File: src/rtl/mem_io_ctrl_pkg.sv
// lc3_mem_pkg: shared state type, MMIO address and SRAM address width for the LC-3 memory sequencer
package lc3_mem_pkg;

    typedef enum logic [1:0] {IDLE, ACCESS, DONE} mem_state_t;

    localparam logic [15:0] MMIO_ADDR   = 16'hFFFF;
    localparam int          SRAM_ADDR_W = 20;

    function automatic logic is_mmio(input logic [15:0] addr);
        return addr == MMIO_ADDR;
    endfunction

endpackage

File: src/rtl/mem_io_ctrl_mmio_regs.sv
// mmio_regs: two-flop switch synchronizer and hex display register (built only with MEM_IO_MMIO_EN)
module mmio_regs (
    input  logic        i_clk,
    input  logic        i_rst_n,
    input  logic [15:0] i_switches,
    input  logic        i_we,
    input  logic [15:0] i_wdata,
    output logic [15:0] o_sw_sync,
    output logic [15:0] o_hex
);

    logic [15:0] r_sw_meta;
    logic [15:0] r_sw_sync;
    logic [15:0] r_hex;

    // Bring the asynchronous switches into the clock domain and hold the display value
    always_ff @(posedge i_clk or negedge i_rst_n) begin
        if (!i_rst_n) begin
            r_sw_meta <= '0;
            r_sw_sync <= '0;
            r_hex     <= '0;
        end else begin
            r_sw_meta <= i_switches;
            r_sw_sync <= r_sw_meta;
            if (i_we)
                r_hex <= i_wdata;
        end
    end

    assign o_sw_sync = r_sw_sync;
    assign o_hex     = r_hex;

endmodule

File: src/rtl/mem_io_ctrl.sv
// mem_io_ctrl: Req/Ready sequencer between LC-3 MAR/MDR and async SRAM; MEM_IO_MMIO_EN adds switch/hex MMIO at 16'hFFFF
module mem_io_ctrl
    import lc3_mem_pkg::*;
#(
    parameter int WAIT_CYCLES = 2
) (
    input  logic                   Clk,
    input  logic                   Reset_n,
    input  logic                   Req,
    input  logic                   R_W,
    input  logic [15:0]            MAR,
    input  logic [15:0]            MDR_In,
    output logic                   Ready,
    output logic [15:0]            Data_Out,
    output logic [SRAM_ADDR_W-1:0] SRAM_Addr,
    output logic                   SRAM_CE_N,
    output logic                   SRAM_OE_N,
    output logic                   SRAM_WE_N,
    input  logic [15:0]            SRAM_DQ_In,
    output logic [15:0]            SRAM_DQ_Out,
    output logic                   SRAM_DQ_OE,
    input  logic [15:0]            Switches,
    output logic [15:0]            Hex_Out
);

    localparam logic [3:0] CNT_INIT = 4'(WAIT_CYCLES - 1);

    mem_state_t  r_state;
    logic [3:0]  r_cnt;
    logic        r_rw;
    logic [15:0] r_addr;
    logic [15:0] r_wdata;
    logic [15:0] r_data;
    logic        r_ready;
    logic        r_ce_n;
    logic        r_oe_n;
    logic        r_we_n;
    logic        r_dq_oe;
    logic        w_mmio;
    logic [15:0] w_sw_sync;

`ifdef MEM_IO_MMIO_EN
    logic w_hex_we;

    assign w_mmio   = is_mmio(MAR);
    assign w_hex_we = (r_state == IDLE) && Req && R_W && w_mmio;

    mmio_regs u_mmio_regs (
        .i_clk      (Clk),
        .i_rst_n    (Reset_n),
        .i_switches (Switches),
        .i_we       (w_hex_we),
        .i_wdata    (MDR_In),
        .o_sw_sync  (w_sw_sync),
        .o_hex      (Hex_Out)
    );
`else
    logic w_unused_sw;

    assign w_mmio      = 1'b0;
    assign w_sw_sync   = '0;
    assign Hex_Out     = '0;
    assign w_unused_sw = ^Switches;
`endif

    // Access sequencer: accept in IDLE, strobe SRAM for WAIT_CYCLES, hold Ready in DONE until Req drops
    always_ff @(posedge Clk or negedge Reset_n) begin
        if (!Reset_n) begin
            r_state <= IDLE;
            r_cnt   <= '0;
            r_rw    <= 1'b0;
            r_addr  <= '0;
            r_wdata <= '0;
            r_data  <= '0;
            r_ready <= 1'b0;
            r_ce_n  <= 1'b1;
            r_oe_n  <= 1'b1;
            r_we_n  <= 1'b1;
            r_dq_oe <= 1'b0;
        end else begin
            case (r_state)
                IDLE: if (Req) begin
                    r_rw    <= R_W;
                    r_addr  <= MAR;
                    r_wdata <= MDR_In;
                    if (w_mmio) begin
                        r_state <= DONE;
                        r_ready <= 1'b1;
                        if (!R_W)
                            r_data <= w_sw_sync;
                    end else begin
                        r_state <= ACCESS;
                        r_cnt   <= CNT_INIT;
                        r_ce_n  <= 1'b0;
                        r_oe_n  <= R_W;
                        r_we_n  <= ~R_W;
                        r_dq_oe <= R_W;
                    end
                end
                ACCESS: if (r_cnt == 4'd0) begin
                    if (!r_rw)
                        r_data <= SRAM_DQ_In;
                    r_state <= DONE;
                    r_ready <= 1'b1;
                    r_ce_n  <= 1'b1;
                    r_oe_n  <= 1'b1;
                    r_we_n  <= 1'b1;
                end else begin
                    r_cnt <= r_cnt - 4'd1;
                end
                DONE: if (!Req) begin
                    r_state <= IDLE;
                    r_ready <= 1'b0;
                    r_dq_oe <= 1'b0;
                end
                default: r_state <= IDLE;
            endcase
        end
    end

    assign Ready       = r_ready;
    assign Data_Out    = r_data;
    assign SRAM_Addr   = {{(SRAM_ADDR_W - 16){1'b0}}, r_addr};
    assign SRAM_CE_N   = r_ce_n;
    assign SRAM_OE_N   = r_oe_n;
    assign SRAM_WE_N   = r_we_n;
    assign SRAM_DQ_Out = r_wdata;
    assign SRAM_DQ_OE  = r_dq_oe;

endmodule

File: config.mk
export PLATFORM = sky130hd
export DESIGN_NAME = mem_io_ctrl
export DESIGN_NICKNAME = d
export VERILOG_FILES = /design/src/rtl/mem_io_ctrl_pkg.sv /design/src/rtl/mem_io_ctrl_mmio_regs.sv /design/src/rtl/mem_io_ctrl.sv
export SDC_FILE = /design/constraint.sdc
export NUM_CORES = 1
export LEC_CHECK = 0
export ABC_AREA = 1
export CAP_MARGIN = 25
export CORE_MARGIN = 5
export CORE_UTILIZATION = 35
export DETAILED_ROUTE_END_ITERATION = 6
export PLACE_DENSITY = 0.76
export SETUP_SLACK_MARGIN = 0.1
export SLEW_MARGIN = 20
export SYNTH_ARGS = -nofsm -noshare
export SYNTH_HDL_FRONTEND = slang
export SYNTH_SLANG_ARGS = --single-unit
File: constraint.sdc
create_clock -name Clk -period 1.44 [get_ports Clk]
set_clock_uncertainty 0.1 [all_clocks]
set_input_delay 0.288 -clock Clk [delete_from_list [all_inputs] [get_ports Clk]]
set_output_delay 0.288 -clock Clk [all_outputs]
set_load 0.01 [all_outputs]
* Yosys cells after proc, flatten, opt, wreduce, memory -nomap -nowiden
Cells that the tools add are included.
** Cells by class
- Eq/ne operators :: 6
- Reductions and logical operators :: 12
- Bitwise gates (word level) :: 2
- Multiplexer cells :: 17
- Add/subtract/negate cells :: 1
** Operators by type and width (count)
- 3-bit AND reduction :: 6
- 1-bit one-hot mux with 2 select lines :: 5
- 4-bit two-way mux :: 2
- 2-bit != test, second input constant :: 4
- 4-bit one-hot mux with 2 select lines :: 1
- 2-bit two-way mux :: 3
- 2-bit one-hot mux with 3 select lines :: 1
- 2-bit nonzero test :: 3
- 1-bit two-way mux :: 5
- 4-bit zero test :: 1
- 4-bit by 1-bit subtractor with 4-bit output, second input constant :: 1
- 2-bit by 1-bit == test with 1-bit output, second input constant :: 1
- 2-bit == test, second input constant :: 1
- 2-bit zero test :: 1
- 1-bit NOT :: 2
- 2-bit AND reduction :: 1
** Storage, ports and cells
- Logic and storage cells :: 49
- Register bits :: 60
- Output and inout port bits :: 73
- Bits of input ports :: 68

* Longest topological paths before layout
- Depth after elaboration :: 3
- Gate-level depth with buffers :: 8
- Gate-level depth less buffers :: 8

* Least setup slack after synthesis
Ideal clock, no wire load.
- Path kind :: reg2reg
- Start point :: register r_cnt[0]
- End point :: register r_data[2], in the netlist Data_Out[2]
- Slack :: 65 ps
- Arrival time :: 1158 ps
- Period minus slack after synthesis :: 1375 ps
- Buffers on the path :: 1
- Required time :: 1222 ps
- Stages on the path, launching flop included :: 9
- Library setup time :: 118 ps
- Cell sequence :: dfrtp_1 -> inv_1 -> ha_1 -> nand2_1 -> inv_2 -> nand3_4 -> buf_6 -> nand2_1 -> o21ai_2
** On the way
- Word-level cells in the longest chain between the ends :: 2
** Ends and longest elaborated chain
- start, declared :: RTL line mem_io_ctrl.sv:29 : logic [3:0] r_cnt;
- start signal, assigned :: RTL line mem_io_ctrl.sv:109 : r_cnt <= r_cnt - 4'd1;
- 4-bit zero test :: RTL line mem_io_ctrl.sv:100 : ACCESS: if (r_cnt == 4'd0) begin
- 3-bit AND reduction (no source line)
- end signal, assigned :: RTL line mem_io_ctrl.sv:90 : r_data <= w_sw_sync;
- end signal, assigned :: RTL line mem_io_ctrl.sv:102 : r_data <= SRAM_DQ_In;
- end, declared :: RTL line mem_io_ctrl.sv:33 : logic [15:0] r_data;
Every way passes these cells.
A chain may end at the register's enable or synchronous reset.

* Worst setup path in the final report
- Start point :: register r_cnt[0]
- End point :: register r_data[6], in the netlist Data_Out[6]
Same word-level chain as after synthesis.

==> impl_metrics.tcl <==
set metrics [dict create \
    antenna_left 0 \
    place_congestion 0.7409 \
    holdPathStages 2 \
    cts_buffer_depth 2 \
    crit_chain "inv_2 > ha_4 > nand2_4 > inv_4 > nand3_4 > clkbuf_16 > nand2_2 > o21ai_2" \
    cts_htree_levels 3 \
    dp_hpwl_um 4715 \
    worst_path_max_delay_cell "dfrtp_1" \
    power_per_cell_area_nw_per_um2 2145 \
    num_io_pins 141 \
    regToRegStartpoint "r_cnt[0]$_DFFE_PN0P_" \
    synth_top_area_share_pct 54.34 \
    grt_setup_unrepaired "yes" \
    ir_drop_mv 0.9189 \
    drive_gt1_share_pct 34.59 \
    fp.dieArea_sq_um 9332 \
    setup_viol 0 \
    p_leak_nw 2.129 \
    vias 2245 \
    hp-start "SRAM_DQ_Out[3]$_DFFE_PN0P_" \
    synth_top_area_cell "dfrtp_1" \
    pre_cts_ws_ps -181.1 \
    yosysSeqAreaShare_pct 57.34 \
    cts_sinks 60 \
    viasPerCell 4.284 \
    syn_avg_cell_area_sq_um 9.211 \
    cts.clk_slew.worst_paths_ps 70 \
    antenna_found_initial 0 \
    slew_violations 0 \
    start_util_pct 36.00 \
    drt-total-wl_um 7106 \
    fin_crit_sh_pct 97.91 \
    antenna_cells 0 \
    slowest_delay_ps 390 \
    cap_violations 0 \
    worstPathArrival_ps 1520 \
    fin_nets 489 \
    startpoint_type "register" \
    fmax_mhz 709.2 \
    clock_latency_ps 320 \
    core_area_sq_um 7292 \
    synthToLayoutAreaGrowth_pct 52.10 \
    drtIter0Drc 91 \
    worstReg2RegEnd "Data_Out[6]$_DFFE_PN0P_" \
    yosys_warnings 0 \
    grtUsageTotal_pct 14.38 \
    grt_pass1_wl_um 11040 \
    p_total_mw 8.565 \
    critPathKind "reg -> reg" \
    wl_per_cell_um 13.56 \
    reg2reg_depth 8 \
    worstPathRequired_ps 1550 \
    hold_end "SRAM_DQ_Out[3]$_DFFE_PN0P_" \
    hp-class "reg -> reg" \
    ys.flop_type "dfrtp_1" \
    synth_edf_count 0 \
    drcViolationCount 0 \
    synthArstFlopShare_pct 100.0 \
    cp-end-kind "register" \
    die-height_um 96.60 \
    hold_viol_final 0 \
    synth_seq_cells 60 \
    status "finished clean" \
    yosysUniqueCellTypes 23 \
    cts_tree "built" \
    port-buffer-count 104 \
    crit_fanout 8 \
    clockRootBuffer "clkbuf_8" \
    fin_crit_ps 1410 \
    synthTopCellsByArea "dfrtp_1, nand2_1, buf_4, o21ai_2, dfstp_2" \
    grt_max_degree 61 \
    firstDrtPassIters 4 \
    synthesis.instances 285 \
    die_x_um 96.60 \
    numCtsBuffers 9 \
    setup_slack_ps 30.04 \
    grt_pass1_vias 2337 \
    grt_overflow 0 \
    syn_area_sq_um 2625 \
    num_rows 31 \
    n_fill_cell 683 \
    reg2reg_setup_slack_ps 30 \
]
## Yosys cell counts, types with 2 or more instances
master,instances
buf_2,3
nand2_1,128
o21ai_1,2
nor2_1,8
inv_1,20
buf_6,7
nand3_1,4
dfrtp_1,57
buf_4,20
o21ai_0,3
dfstp_2,3
inv_2,4
o21ai_2,16
## cell usage in the layout, fill, tap and decap left out, types with 2 or more instances in the layout
cell,instances
o21ai_2,16
conb_1,20
dfstp_2,3
buf_12,3
clkbuf_2,2
clkinv_2,3
o21ai_1,2
nor2_1,7
inv_2,4
nand2_2,10
nand3_1,4
o21ai_0,3
nand2_4,10
dfrtp_1,57
nand2_1,110
inv_1,18
inv_4,2
buf_4,22
buf_2,49
clkbuf_8,9
clkbuf_16,3
buf_6,5
clkbuf_1,2
clkdlybuf4s50_1,50
## worst max-delay path: cells and delay by family, from the launching register on
kind                       cells  cell delay, ps
DFF                            1             390
buffers and inverters          3             360
and+or+nand+nor                3             240
adders and majority gates      1             150
AOI/OAI and AO/OA              1              40
## through the flow
stage | cell area [sq um] | util [%] | std cells | setup TNS, ps | hold slack [ps]
floorplan | 2701 | - | 304 | 0 | -107.6
global placement | 3730 | 51.15 | 487 | -2937 | 219.5
detailed placement | 3730 | 51.15 | 487 | -4086 | 219.5
CTS | 3801 | 52.13 | 510 | 0 | 370.8
global route | 3993 | 54.75 | 524 | -258.9 | 387.3
finish | 3993 | 54.75 | 524 | 0 | 376.1
## sequential cells by signal (all words and copies together) (netlist names)
signal and count:
r_rw 1, SRAM_OE_N 1, r_state 2, SRAM_DQ_OE 1, SRAM_DQ_Out 16, SRAM_WE_N 1, r_cnt 4, Data_Out 16
SRAM_CE_N 1, r_addr 16, Ready 1
## area by class of cell
type | instances | area (sq um) | share of cell area (%)
Sequential cell | 60 | 1505 | 37.70
Inverter | 24 | 95.09 | 2.382
Timing Repair Buffer | 135 | 1122 | 28.11
Multi-Input combinational cell | 190 | 962.2 | 24.10
Clock buffer | 11 | 131.4 | 3.291
Tap cell | 99 | 123.9 | 3.102
Clock inverter | 5 | 52.55 | 1.316
## timing repair
action / CTS / global route
gates cloned: 0 / 4
resized for setup: 203 / 43
buffers inserted: 6 / 10
pin swaps: 0 / 1
setup endpoints to repair: 69 / 66
hold buffers: 1 / 0
hold endpoints to repair: 57 / 0
## power breakdown
part	switching [mW]	internal (mW)	leakage (nW)	total [mW]
clock network	0.633	0.791	0.0931	1.42
logic	2.17	1.93	1.30	4.10
registers	0.511	2.53	0.732	3.04
total	3.31	5.25	2.13	8.57
## worst max path at each step
stage / startpoint / endpoint / slack (ps)
5_1_grt: r_cnt[2]$_DFFE_PN0P_ / Data_Out[3]$_DFFE_PN0P_ / -30
2_1_floorplan: r_cnt[1]$_DFFE_PN0P_ / Data_Out[2]$_DFFE_PN0P_ / 110
6_report: r_cnt[0]$_DFFE_PN0P_ / Data_Out[6]$_DFFE_PN0P_ / 30
4_1_cts: r_cnt[0]$_DFFE_PN0P_ / Data_Out[4]$_DFFE_PN0P_ / 40
3_3_place_gp: Req / SRAM_DQ_OE$_DFFE_PN0P_ / -120
3_5_place_dp: Req / SRAM_DQ_OE$_DFFE_PN0P_ / -180
## logic make-up after synthesis
kind of cell,count (synthesis),share of synthesized area [%]
other,1,0.1429
AND/OR/NAND/NOR,146,22.50
flip-flops,60,57.34
AO/OA/AOI/OAI,22,6.482
XOR/XNOR,1,0.3337
buffers and inverters,54,12.73
adder cells (fa/ha/maj),1,0.4766
## routing by layer
layer,GRT usage (%),share of wire [%]
met4,6.371,1.8
met1,16.44,41
met2,23.78,49
met3,5.612,8.4
met5,0,0
Power figures use the tool's default switching activity.
